$ cat config.mk
export PLATFORM = sky130hd
export DESIGN_NAME = pcs_link_ctrl
export DESIGN_NICKNAME = d
export VERILOG_FILES = /design/src/rtl/pcs_link_ctrl.sv
export SDC_FILE = /design/constraint.sdc
export NUM_CORES = 1
export LEC_CHECK = 0
export CORE_MARGIN = 3
export CORE_UTILIZATION = 55
export DETAILED_ROUTE_END_ITERATION = 16
export MAX_ROUTING_LAYER = met4
export PLACE_DENSITY = 0.91
export SLEW_MARGIN = 10
export SYNTH_ARGS = -nofsm -noshare
export SYNTH_HDL_FRONTEND = slang
export SYNTH_SLANG_ARGS = --single-unit
export TNS_END_PERCENT = 5
$ cat constraint.sdc
create_clock -name clock -period 3 [get_ports clock]
set_input_delay 0.6 -clock clock [delete_from_list [all_inputs] [get_ports clock]]
set_output_delay 0.6 -clock clock [all_outputs]
set_load 0.05 [all_outputs]
$ cat src/rtl/pcs_link_ctrl.sv
// 1000BASE-X PCS link bring-up sequencer and whole-frame transmit gate.
// Optional PCS_LINK_STATS_EN adds saturating link-fail and abort totals.
module pcs_link_ctrl #(
   parameter int RST_CYCLES  = 16,
   parameter int SYNC_STABLE = 8,
   parameter int MAX_FAILS   = 4
) (
   input  logic       clock,
   input  logic       reset,
   input  logic       mac_tx_en,
   input  logic [7:0] mac_txd,
   input  logic       code_sync_status,
   output logic       TX_EN,
   output logic [7:0] TXD,
   output logic       mr_main_reset,
   output logic       link_up,
   output logic       tx_abort
`ifdef PCS_LINK_STATS_EN
   ,
   output logic [7:0] link_fail_total,
   output logic [7:0] abort_total
`endif
);

   localparam int TW = $clog2(RST_CYCLES + 1);
   localparam int SW = $clog2(SYNC_STABLE + 1);
   localparam int FW = $clog2(MAX_FAILS + 1);
   localparam logic [TW-1:0] TMR_LAST = TW'(RST_CYCLES - 1);
   localparam logic [SW-1:0] STAB_MAX = SW'(SYNC_STABLE);
   localparam logic [FW-1:0] FAIL_MAX = FW'(MAX_FAILS);

   typedef enum logic [1:0] {
      RST_HOLD,
      WAIT_SYNC,
      LINK_UP
   } state_t;

   state_t        r_state, w_state;
   logic [TW-1:0] r_tmr, w_tmr;
   logic [SW-1:0] r_stab, w_stab;
   logic [FW-1:0] r_fail, w_fail;
   logic [FW-1:0] w_fail_base, w_fail_inc;
   logic          r_prev_en;
   logic          r_adm, w_adm;
   logic          r_tx_en, w_tx_en;
   logic [7:0]    r_txd, w_txd;
   logic          r_mr, w_mr;
   logic          r_link, w_link;
   logic          r_abort, w_abort;
   logic          w_rise, w_done;

   always_comb begin
      w_state     = r_state;
      w_tmr       = r_tmr;
      w_stab      = r_stab;
      w_fail      = r_fail;
      w_adm       = 1'b0;
      w_tx_en     = 1'b0;
      w_txd       = 8'h00;
      w_mr        = 1'b0;
      w_link      = 1'b0;
      w_abort     = 1'b0;
      w_rise      = mac_tx_en & ~r_prev_en;
      w_done      = r_adm & ~mac_tx_en;
      // a frame ending on the loss cycle counts as complete first
      w_fail_base = w_done ? '0 : r_fail;
      w_fail_inc  = (w_fail_base == FAIL_MAX) ? FAIL_MAX
                                              : w_fail_base + FW'(1);
      unique case (r_state)
         RST_HOLD: begin
            w_mr = 1'b1;
            if (r_tmr == TMR_LAST) begin
               w_state = WAIT_SYNC;
               w_tmr   = '0;
               w_stab  = '0;
               w_mr    = 1'b0;
            end else begin
               w_tmr = r_tmr + TW'(1);
            end
         end
         WAIT_SYNC: begin
            if (r_stab == STAB_MAX) begin
               w_state = LINK_UP;
               w_stab  = '0;
               w_link  = 1'b1;
            end else if (code_sync_status) begin
               w_stab = r_stab + SW'(1);
            end else begin
               w_stab = '0;
            end
         end
         LINK_UP: begin
            if (!code_sync_status) begin
               w_abort = r_adm & mac_tx_en;
               w_stab  = '0;
               if (w_fail_inc == FAIL_MAX) begin
                  w_state = RST_HOLD;
                  w_tmr   = '0;
                  w_fail  = '0;
                  w_mr    = 1'b1;
               end else begin
                  w_state = WAIT_SYNC;
                  w_fail  = w_fail_inc;
               end
            end else begin
               w_link  = 1'b1;
               // only a fresh rising edge opens a frame
               w_adm   = mac_tx_en & (r_adm | w_rise);
               w_tx_en = w_adm;
               w_txd   = w_adm ? mac_txd : 8'h00;
               if (w_done) w_fail = '0;
            end
         end
         default: begin
            w_state = RST_HOLD;
            w_tmr   = '0;
            w_mr    = 1'b1;
         end
      endcase
   end

   always_ff @(posedge clock or negedge reset) begin
      if (!reset) begin
         r_state   <= RST_HOLD;
         r_tmr     <= '0;
         r_stab    <= '0;
         r_fail    <= '0;
         r_prev_en <= 1'b0;
         r_adm     <= 1'b0;
         r_tx_en   <= 1'b0;
         r_txd     <= 8'h00;
         r_mr      <= 1'b1;
         r_link    <= 1'b0;
         r_abort   <= 1'b0;
      end else begin
         r_state   <= w_state;
         r_tmr     <= w_tmr;
         r_stab    <= w_stab;
         r_fail    <= w_fail;
         r_prev_en <= mac_tx_en;
         r_adm     <= w_adm;
         r_tx_en   <= w_tx_en;
         r_txd     <= w_txd;
         r_mr      <= w_mr;
         r_link    <= w_link;
         r_abort   <= w_abort;
      end
   end

   assign TX_EN         = r_tx_en;
   assign TXD           = r_txd;
   assign mr_main_reset = r_mr;
   assign link_up       = r_link;
   assign tx_abort      = r_abort;

`ifdef PCS_LINK_STATS_EN
   logic [7:0] r_fail_tot;
   logic [7:0] r_abort_tot;

   // totals survive PCS re-reset; only the async reset clears them
   always_ff @(posedge clock or negedge reset) begin
      if (!reset) begin
         r_fail_tot  <= 8'h00;
         r_abort_tot <= 8'h00;
      end else begin
         if (r_state == LINK_UP && !code_sync_status &&
             r_fail_tot != 8'hFF)
            r_fail_tot <= r_fail_tot + 8'd1;
         if (w_abort && r_abort_tot != 8'hFF)
            r_abort_tot <= r_abort_tot + 8'd1;
      end
   end

   assign link_fail_total = r_fail_tot;
   assign abort_total     = r_abort_tot;
`endif

endmodule

Yosys cells after proc, flatten, opt, wreduce, memory -nomap -nowiden
Cells that the tools add are included.
- register bits: 27
- bits of input ports: 12
- output and inout port bits: 12
- word-level logic and storage cells: 68
- add/sub/neg operators: 3
- equal/unequal tests: 10
- multiplexer cells: 32
- bitwise gates (word level): 8
- reduce and logical (&&, ||, !) cells: 5
- operator list (kind ; number):
    $mux 8 ; 3
    $mux 4 ; 4
    $mux 5 ; 3
    $pmux 5 s3 ; 1
    $mux 3 ; 4
    $pmux 4 s3 ; 1
    $mux 1 ; 10
    $reduce_and 3->1 ; 3
    $ne 2x2->1 const B ; 4
    $eq 3x3->1 const B ; 2
    $mux 2 ; 3
    $pmux 2 s3 ; 1
    $add 5x1->5 const B ; 1
    $eq 5x4->1 const B ; 1
    $add 4x1->4 const B ; 1
    $and 1x1->1 ; 4
    $eq 4x4->1 const B ; 1
    $add 3x1->3 const B ; 1
    $not 1->1 ; 3
    $pmux 1 s3 ; 1
    $reduce_bool 3->1 ; 1
    $eq 2x1->1 const B ; 1
    $eq 2x2->1 const B ; 1
    $logic_not 2->1 ; 1
    other kinds (2) ; 2

Depth between registers and ports, before layout
Gate-level depths: netlist (run 1).
- word-level depth: 9
- depth in mapped cells: 9
- mapped depth without buffers: 9

Worst setup path before layout (run 1)
No wires, ideal clock.
- path type: reg-to-reg
- start: register TX_EN (netlist name)
- end: register r_tmr[2]
- data arrival time: 2057 ps
- required time: 2870 ps
- path slack: 813 ps
- stages on the path, launching flop included: 10
- buffers on the path: 0
- period minus slack after synthesis: 2187 ps
- cell sequence: dfrtp_1 nand2b_1 nand2_1 inv_1 ha_1 and3b_1 nor4_2 a21oi_2 o21ai_0 o31ai_1
- RTL lines (what ; line ; text):
    end signal, assigned ; 137 ; r_tmr <= w_tmr;
    end, declared ; 39 ; logic [TW-1:0] r_tmr, w_tmr;

Worst setup path after layout (run 1)
- start: input port mac_tx_en
- end: register r_tmr[3]
- cells in the longest elaborated chain, start to end: 8
- elaborated cells on any way between the ends: 9
- classes of those cells: 1 x add/sub; 3 x eq/ne; 2 x mux; 2 x bitwise; 1 x reduce/logical
- ends and longest elaborated chain (what ; line ; text):
    start, declared ; 10 ; input logic mac_tx_en,
    $not 1->1 (*) ; 64 ; w_done = r_adm & ~mac_tx_en;
    $and 1x1->1 (*) ; 64 ;
    $mux 3 (*) ; n/a ;
    $add 3x1->3 / $eq 3x3->1 (equally long branches) ; 68, 67 ;
    $mux 3 (*) ; 67 ; w_fail_inc = (w_fail_base == FAIL_MAX) ? FAIL_MAX
    $eq 3x3->1 (*) ; 96 ; if (w_fail_inc == FAIL_MAX) begin
    $ne 2x2->1 (no source line) (*) ; n/a ;
    $reduce_and 3->1 (no source line) (*) ; n/a ;
Mark *: on every way between the ends. The rest lies on a longest branch, timed or not.
A chain may end at the register's enable or synchronous reset.

==> results by group, run 1 <==
Finish
  – Final nets: 178
  – Most common cell after layout, fill and taps aside: dfrtp_1
  – Post-route insts no fill: 184
  – Most frequent cells in the layout: 26 x dfrtp_1, 23 x clkdlybuf4s50_1, 16 x nand2_1
  – Share of cells above drive strength 1: 7.05%
  – Sequential cell area: 677 sq um
  – Synth-to-layout area growth: 22.2%
  – Area of the multi-input gates: 618 sq um
  – Fill count: 167
  – # diodes: 0

Critical path
  – Startpoint Class: input port
  – Crit-path cells: clkdlybuf4s50_1 > nand2b_1 > nand2_1 > inv_1 > ha_1 > and3b_1 > nor4_2 > a21oi_2 > o21ai_0 > o31ai_1
  – RR Startpoint: TX_EN
  – Required time worst endpoint: 3.22 ns
  – Critical path type: in2reg
  – Max stage delay on crit path: 0.46 ns
  – Flop-to-flop setup slack: 0.97 ns
  – R2r endpoint: r_tmr[3]
  – Worst path arrival time: 2.67 ns
  – Reg2reg path depth: 9
  – CP endpoint kind: flip-flop
  – Critical Path Fanout Max: 8
  – CP max stage cell: clkdlybuf4s50_1

Clock network
  – CTS sink cnt: 27
  – CTS tree: built
  – Later-pin clock latency in the skew report: 0.32 ns
  – Max Buffers Root-to-Sink: 2
  – CTS clk-pin slew, worst paths: 0.13 ns
  – Clock H-tree levels: 1
  – TritonCTS buffer count: 3
  – Post-CTS Setup Inserts: 0
  – Clock Tree Root: clkbuf_4
  – Post-CTS sizing: 0
  – Hold buffer count at cts: 0

Global routing
  – First-pass GRT wire length: 3.95 mm
  – Grt ovf: 0
  – Gr usage total: 19.2%
  – Vias in the first global route: 924
  – Pin count of the biggest net entering global routing: 28
  – Initial antenna violation count: 0

Logic synthesis
  – Area share of the largest cell type after synthesis: 49.0%
  – Synth area leaders: dfrtp_1 49%, ha_1 8.5%, nand2_1 4.5%
  – Yosys cell types: 33
  – Mean Syn Cell Area: 10.3 sq um
  – Seq cells post-synth: 27
  – Synthesized area: 1330 sq um
  – Syn. warnings: 0
  – Syn nets: 150
  – Sequential fraction of the synthesis area: 50.9%
  – Synth Instances: 129
  – Post-synth top area cell: dfrtp_1

Routing
  – Total vias in the final route: 993
  – TritonRoute pass-1 iters: 4
  – Post-route ant nets: 0
  – Drt total wl: 2.37 mm
  – Wirelength per Cell: 12.9 um
  – Vias per std cell: 5.40
  – DR iter-0 viols: 10
  – # DRC: 0

Floorplanning
  – Starting density of the core: 58.9%
  – FP Rows: 17
  – Die height: 55.2 um
  – DIE AREA: 3040 sq um
  – I/O pins: 24
  – Die Width: 55.2 um
  – Core Area: 2250 sq um

Flow run
  – Max cap viols: 0

Status
  – Status: completed

Min path
  – Worst hold path type: reg2reg
  – Hold_sp: r_tmr[3]
  – Hold endpoint: r_tmr[3]
  – Hold-critical path depth: 1

Place
  – Post-Place Worst Slack: 0.187 ns
  – Final GP Congestion: 0.801
  – Placed cells: 180
  – I/O Buffers: 23
  – Post-DP HPWL: 1.81 mm

STA
  – Min cycle time layout: 2.45 ns
  – Clk_skew: 0.00279 ns
  – Setup violators final: 0
  – Pins Over Slew Limit: 0
  – Relative slew margins: 66.0%
  – Worst setup margin: 0.546 ns
  – RSZ-0062 raised after global routing: false
  – Fmax: 0.408 GHz
  – Hold Fails Final Rpt: 0
  – Worst Max-Slew Pin Slew: 0.508 ns
  – Setup TNS: 0 ns
  – Tcrit/Tclk final: 81.8%

Pwr
  – Pwr per Cell Area: 746 nW/um^2
  – Max VDD drop: 0.450 mV
  – Leakage dissipation: 0.771 nW
[worst max path at each step]
stage / start / endpoint / cells after the start
6_report: mac_tx_en / r_tmr[3] / 10
5_1_grt: mac_tx_en / r_tmr[2] / 10
3_5_place_dp: mac_tx_en / r_tmr[3] / 10
3_3_place_gp: mac_tx_en / r_tmr[2] / 10
2_1_floorplan: TX_EN / r_tmr[2] / 9
4_1_cts: mac_tx_en / r_tmr[3] / 10
[worst max-delay path: cells and delay by family]
| family | cells | cell delay (ns) |
|---|---|---|
| simple gates | 4 | 0.87 |
| buf+inv | 2 | 0.51 |
| compound gates | 3 | 0.47 |
| fa+ha+maj | 1 | 0.22 |
[routing by layer]
| layer | wire length, um | vias to the layer above | GRT usage [%] |
|---|---|---|---|
| li1 | - | 492 | - |
| met5 | 0 | - | - |
| met3 | 141 | 5 | 5.63 |
| met2 | 1110 | 23 | 30.1 |
| met1 | 1060 | 473 | 22.1 |
| met4 | 51 | 0 | 10.1 |
[cell families after synthesis]
kind of cell	after synthesis	synth area share, %
simple gates	59	25.2
flops	27	50.9
compound gates	24	12.1
buf+inv	9	2.54
fa+ha+maj	9	8.47
mux	1	0.753
[cell usage after synthesis]
cell type	instances
and2_1	9
nor4_2	1
nand2b_1	3
nor2_1	7
and3b_1	1
nor2b_1	4
a21o_1	1
nor3_2	1
nor3_1	3
a21oi_1	4
nand3_1	6
inv_1	8
and2b_1	1
clkbuf_1	1
dfrtp_1	26
or4_1	1
nand2_1	16
mux2i_1	1
o31ai_1	2
nand3b_4	1
dfstp_2	1
ha_1	9
a31oi_1	1
o21ai_0	10
o22a_1	1
a32o_1	1
a21oi_2	1
a211o_1	1
o21ai_4	1
nand3_2	1
a22o_1	1
and3_1	2
nand3b_1	2
[where the power goes]
part	switching, mW	internal (mW)
clock network	0.103	0.0522
logic	0.341	0.234
registers	0.0473	0.434
[stage by stage]
stage / hold slack, ns / power [mW] / area [sq um] / util [%]
4_1_cts: 0.525 / 1.23 / 1620 / 72.0
3_3_place_gp: 0.484 / 1.04 / 1600 / 70.9
5_1_grt: 0.539 / 1.32 / 1620 / 72.0
6_report: 0.517 / 1.21 / 1620 / 72.0
2_1_floorplan: 0.304 / 0.924 / 1330 / -
3_5_place_dp: 0.493 / 1.06 / 1600 / 70.9
[cell type report]
type,instances,area share (%)
sequential,27,41.7
multi-input combinational,93,38.1
timing repair buffer,24,14.6
tap,28,2.16
inverter,8,1.85
clock buffer,4,1.62
[state kept, by name, indices dropped and copies added (netlist names)]
signal and cells:
r_fail 3, tx_abort 1, TX_EN 1, r_state 2, link_up 1, TXD 8
r_tmr 5, r_stab 4, r_prev_en 1, mr_main_reset 1
Power figures use the tool's default switching activity.
==> inputs of run 2 (changes only) <==
--- a/config.mk
+++ b/config.mk
@@ -6,10 +6,10 @@
 export NUM_CORES = 1
 export LEC_CHECK = 0
 export CORE_MARGIN = 3
-export CORE_UTILIZATION = 55
+export CORE_UTILIZATION = 46
 export DETAILED_ROUTE_END_ITERATION = 16
 export MAX_ROUTING_LAYER = met4
-export PLACE_DENSITY = 0.91
+export PLACE_DENSITY = 0.82
 export SLEW_MARGIN = 10
 export SYNTH_ARGS = -nofsm -noshare
 export SYNTH_HDL_FRONTEND = slang
==> constraint.sdc (replaced) <==
create_clock -name clock -period 2.09 [get_ports clock]
set_input_delay 0.418 -clock clock [delete_from_list [all_inputs] [get_ports clock]]
set_output_delay 0.418 -clock clock [all_outputs]
set_load 0.05 [all_outputs]
==> run 2 against run 1 <==
Compared with the run above:
- core utilization is 6.5 points lower
- critical path depth down 9
- via count up 3.5%
- cell count rose by 3.8%
- combinational power rose by 65%
- routed wire length is 13% higher
- die area up 17%
- sequential cell count is the same
- clock power up 42%
- register-to-register slack worse by 0.70 ns
- worst hold slack lost 0.071 ns
- critical endpoint is now TX_EN
- largest power group unchanged
==> results by group, run 2 (synthesis gave the netlist of run 1 again) <==
Critical path
  – Crit path buffers/inverters: 1 (was 2)
  – Max stage delay on crit path: 0.82 ns (was 0.46 ns)
  – Startpoint Class: flip-flop (was input port)
  – Critical path type: reg2out (was in2reg)
  – Required time worst endpoint: 1.67 ns (was 3.22 ns)
  – Critical Path Fanout Max: 5 (was 8)
  – Flop-to-flop setup slack: 0.27 ns (was 0.97 ns)
  – CP delay by family, top: buffers and inverters (was simple AND/OR/NAND/NOR gates)
  – CP max stage cell: clkdlybuf4s50_1 (unchanged)
  – Reg2reg path depth: 8 (was 9)
  – R2r endpoint: r_state[0] (was r_tmr[3])
  – Stages on worst setup path: 1 (was 10)
  – RR Startpoint: TX_EN (unchanged)
  – CP endpoint kind: output port (was flip-flop)
  – Crit-path cells: clkdlybuf4s50_1 (was clkdlybuf4s50_1 > nand2b_1 > nand2_1 > inv_1 > ha_1 > and3b_1 > nor4_2 > a21oi_2 > o21ai_0 > o31ai_1)
  – Worst path arrival time: 1.57 ns (was 2.67 ns)

Pwr
  – Clock group share of total power: 11.8% (was 12.8%)
  – Max VDD drop: 0.800 mV (was 0.450 mV)
  – Pwr per Cell Area: 1090 nW/um^2 (was 746 nW/um^2)
  – Leakage dissipation: 0.814 nW (was 0.771 nW)
  – Comb power frac: 50.7% (was 47.5%)
  – Switch Pwr: 0.783 mW (was 0.491 mW)
  – Sequential share of power: 37.5% (was 39.7%)
  – Int Pwr: 1.08 mW (was 0.720 mW)
  – Sw frac: 42.0% (was 40.6%)

STA
  – Setup TNS: 0 ns (unchanged)
  – Clk_skew: 0.00497 ns (was 0.00279 ns)
  – Worst Max-Slew Pin Slew: 0.514 ns (was 0.508 ns)
  – Fmax: 0.502 GHz
  – Relative slew margins: 65.7% (was 66.0%)
  – Setup violators final: 0 (unchanged)
  – Pins Over Slew Limit: 0 (unchanged)
  – RSZ-0062 raised after global routing: true (was false)
  – Hold Fails Final Rpt: 0 (unchanged)
  – Min cycle time layout: 1.99 ns
  – Tcrit/Tclk final: 95.3%

Flow run
  – Max cap viols: 0 (unchanged)

Global routing
  – Vias in the first global route: 1126 (was 924)
  – Grt ovf: 0 (unchanged)
  – Pin count of the biggest net entering global routing: 28 (unchanged)
  – Gr usage total: 17.2% (was 19.2%)
  – First-pass GRT wire length: 4.64 mm (was 3.95 mm)
  – Initial antenna violation count: 0 (unchanged)

Floorplanning
  – Core Area: 2610 sq um (was 2250 sq um)
  – FP Rows: 18 (was 17)
  – Die Width: 59.7 um (was 55.2 um)
  – Die height: 59.7 um (was 55.2 um)
  – Starting density of the core: 50.9% (was 58.9%)
  – DIE AREA: 3570 sq um (was 3040 sq um)
  – I/O pins: 24 (unchanged)

Finish
  – Synth-to-layout area growth: 28.9% (was 22.2%)
  – Max reg flops: 8 (unchanged)
  – Final nets: 183 (was 178)
  – # diodes: 0 (unchanged)
  – Share of cells above drive strength 1: 13.7% (was 7.05%)
  – Final Cell Area: 1710 sq um (was 1620 sq um)
  – Most frequent cells in the layout: 25 x dfrtp_1, 22 x clkdlybuf4s50_1, 15 x nand2_1 (was 26 x dfrtp_1, 23 x clkdlybuf4s50_1, 16 x nand2_1)
  – Most common cell after layout, fill and taps aside: dfrtp_1 (unchanged)
  – Fill count: 204 (was 167)

Clock network
  – CTS tree: built (unchanged)
  – Max Buffers Root-to-Sink: 2 (unchanged)
  – CTS sink cnt: 27 (unchanged)
  – CTS clk-pin slew, worst paths: 0.14 ns (was 0.13 ns)
  – Later-pin clock latency in the skew report: 0.31 ns (was 0.32 ns)
  – Clock H-tree levels: 1 (unchanged)
  – Clock Tree Root: clkbuf_4 (unchanged)
  – TritonCTS buffer count: 3 (unchanged)
  – Hold buffer count at cts: 0 (unchanged)

Routing
  – TritonRoute pass-1 iters: 4 (unchanged)
  – Post-route ant nets: 0 (unchanged)
  – # DRC: 0 (unchanged)
  – Vias per std cell: 5.38 (was 5.40)
  – Wirelength per Cell: 14.0 um (was 12.9 um)
  – DR iter-0 viols: 22 (was 10)
  – Drt total wl: 2.67 mm (was 2.37 mm)
  – Total vias in the final route: 1028 (was 993)

Status
  – Status: completed (unchanged)

Place
  – Final GP Congestion: 0.855 (was 0.801)
  – Post-DP HPWL: 2.08 mm (was 1.81 mm)
  – I/O Buffers: 23 (unchanged)
  – DP Area: 1640 sq um (was 1600 sq um)

Min path
  – Worst hold path type: in2async (was reg2reg)
run 2: power groups by stage:
stage          registers (mW)  clock network [mW]  logic (mW)
2_1_floorplan           0.765                   0       0.561
3_3_place_gp            0.697                   0       0.838
3_5_place_dp            0.707                   0       0.874
4_1_cts                 0.696               0.223       0.880
5_1_grt                 0.712               0.245        1.07
6_report                0.699               0.220       0.946
run 2: cell type report:
class / count / area (sq um) / share of cell area [%]
sequential: 27 / 678 / 39.6
multi-input combinational: 93 / 663 / 38.7
timing repair buffer: 29 / 278 / 16.2
tap: 30 / 37.5 / 2.19
inverter: 8 / 30.0 / 1.75
clock buffer: 4 / 26.3 / 1.53
run 2: through the flow:
stage | worst slack [ns] | util, % | cells | total power [mW] | hold WS [ns]
floorplan | 0.0716 | - | 129 | 1.33 | 0.122
global placement | -0.268 | 62.7 | 187 | 1.53 | 0.484
detailed placement | -0.395 | 62.7 | 187 | 1.58 | 0.504
CTS | 0.00318 | 63.7 | 191 | 1.80 | 0.461
global route | -0.00758 | 65.6 | 191 | 2.02 | 0.464
finish | 0.0973 | 65.6 | 191 | 1.86 | 0.447
run 2: timing repair:
action | CTS | global route
gates resized for setup | 0 | 11
pin swaps | 1 | 5
setup endpoints to repair | 2 | 3
buffers inserted | 0 | 0
endpoints found under the hold margin | 0 | 0
run 2: metal layers:
metal  GRT usage [%]  vias to the layer above  wire [um]
li1                -                      503          -
met1            20.5                      489       1140
met2            28.9                       32       1340
met3            3.89                        4        152
met4            5.38                        0         31
met5               -                        -          0
run 2: worst max path at each step:
stage	startpoint	endpoint	slack (ns)
2_1_floorplan	TX_EN	r_tmr[2]	0.07
3_3_place_gp	mac_tx_en	r_tmr[2]	-0.27
3_5_place_dp	mac_tx_en	r_tmr[2]	-0.40
4_1_cts	mr_main_reset	mr_main_reset	0.003
5_1_grt	mac_tx_en	r_tmr[3]	-0.008
6_report	TX_EN	TX_EN	0.1
==> inputs of run 3 (changes only) <==
--- a/config.mk
+++ b/config.mk
@@ -5,6 +5,7 @@
 export SDC_FILE = /design/constraint.sdc
 export NUM_CORES = 1
 export LEC_CHECK = 0
+export ABC_CLOCK_PERIOD_IN_PS = 2090
 export CORE_MARGIN = 3
 export CORE_UTILIZATION = 46
 export DETAILED_ROUTE_END_ITERATION = 16
==> results of run 3 <==
The final DEF is identical to that of run 2; final timing and power are the same.
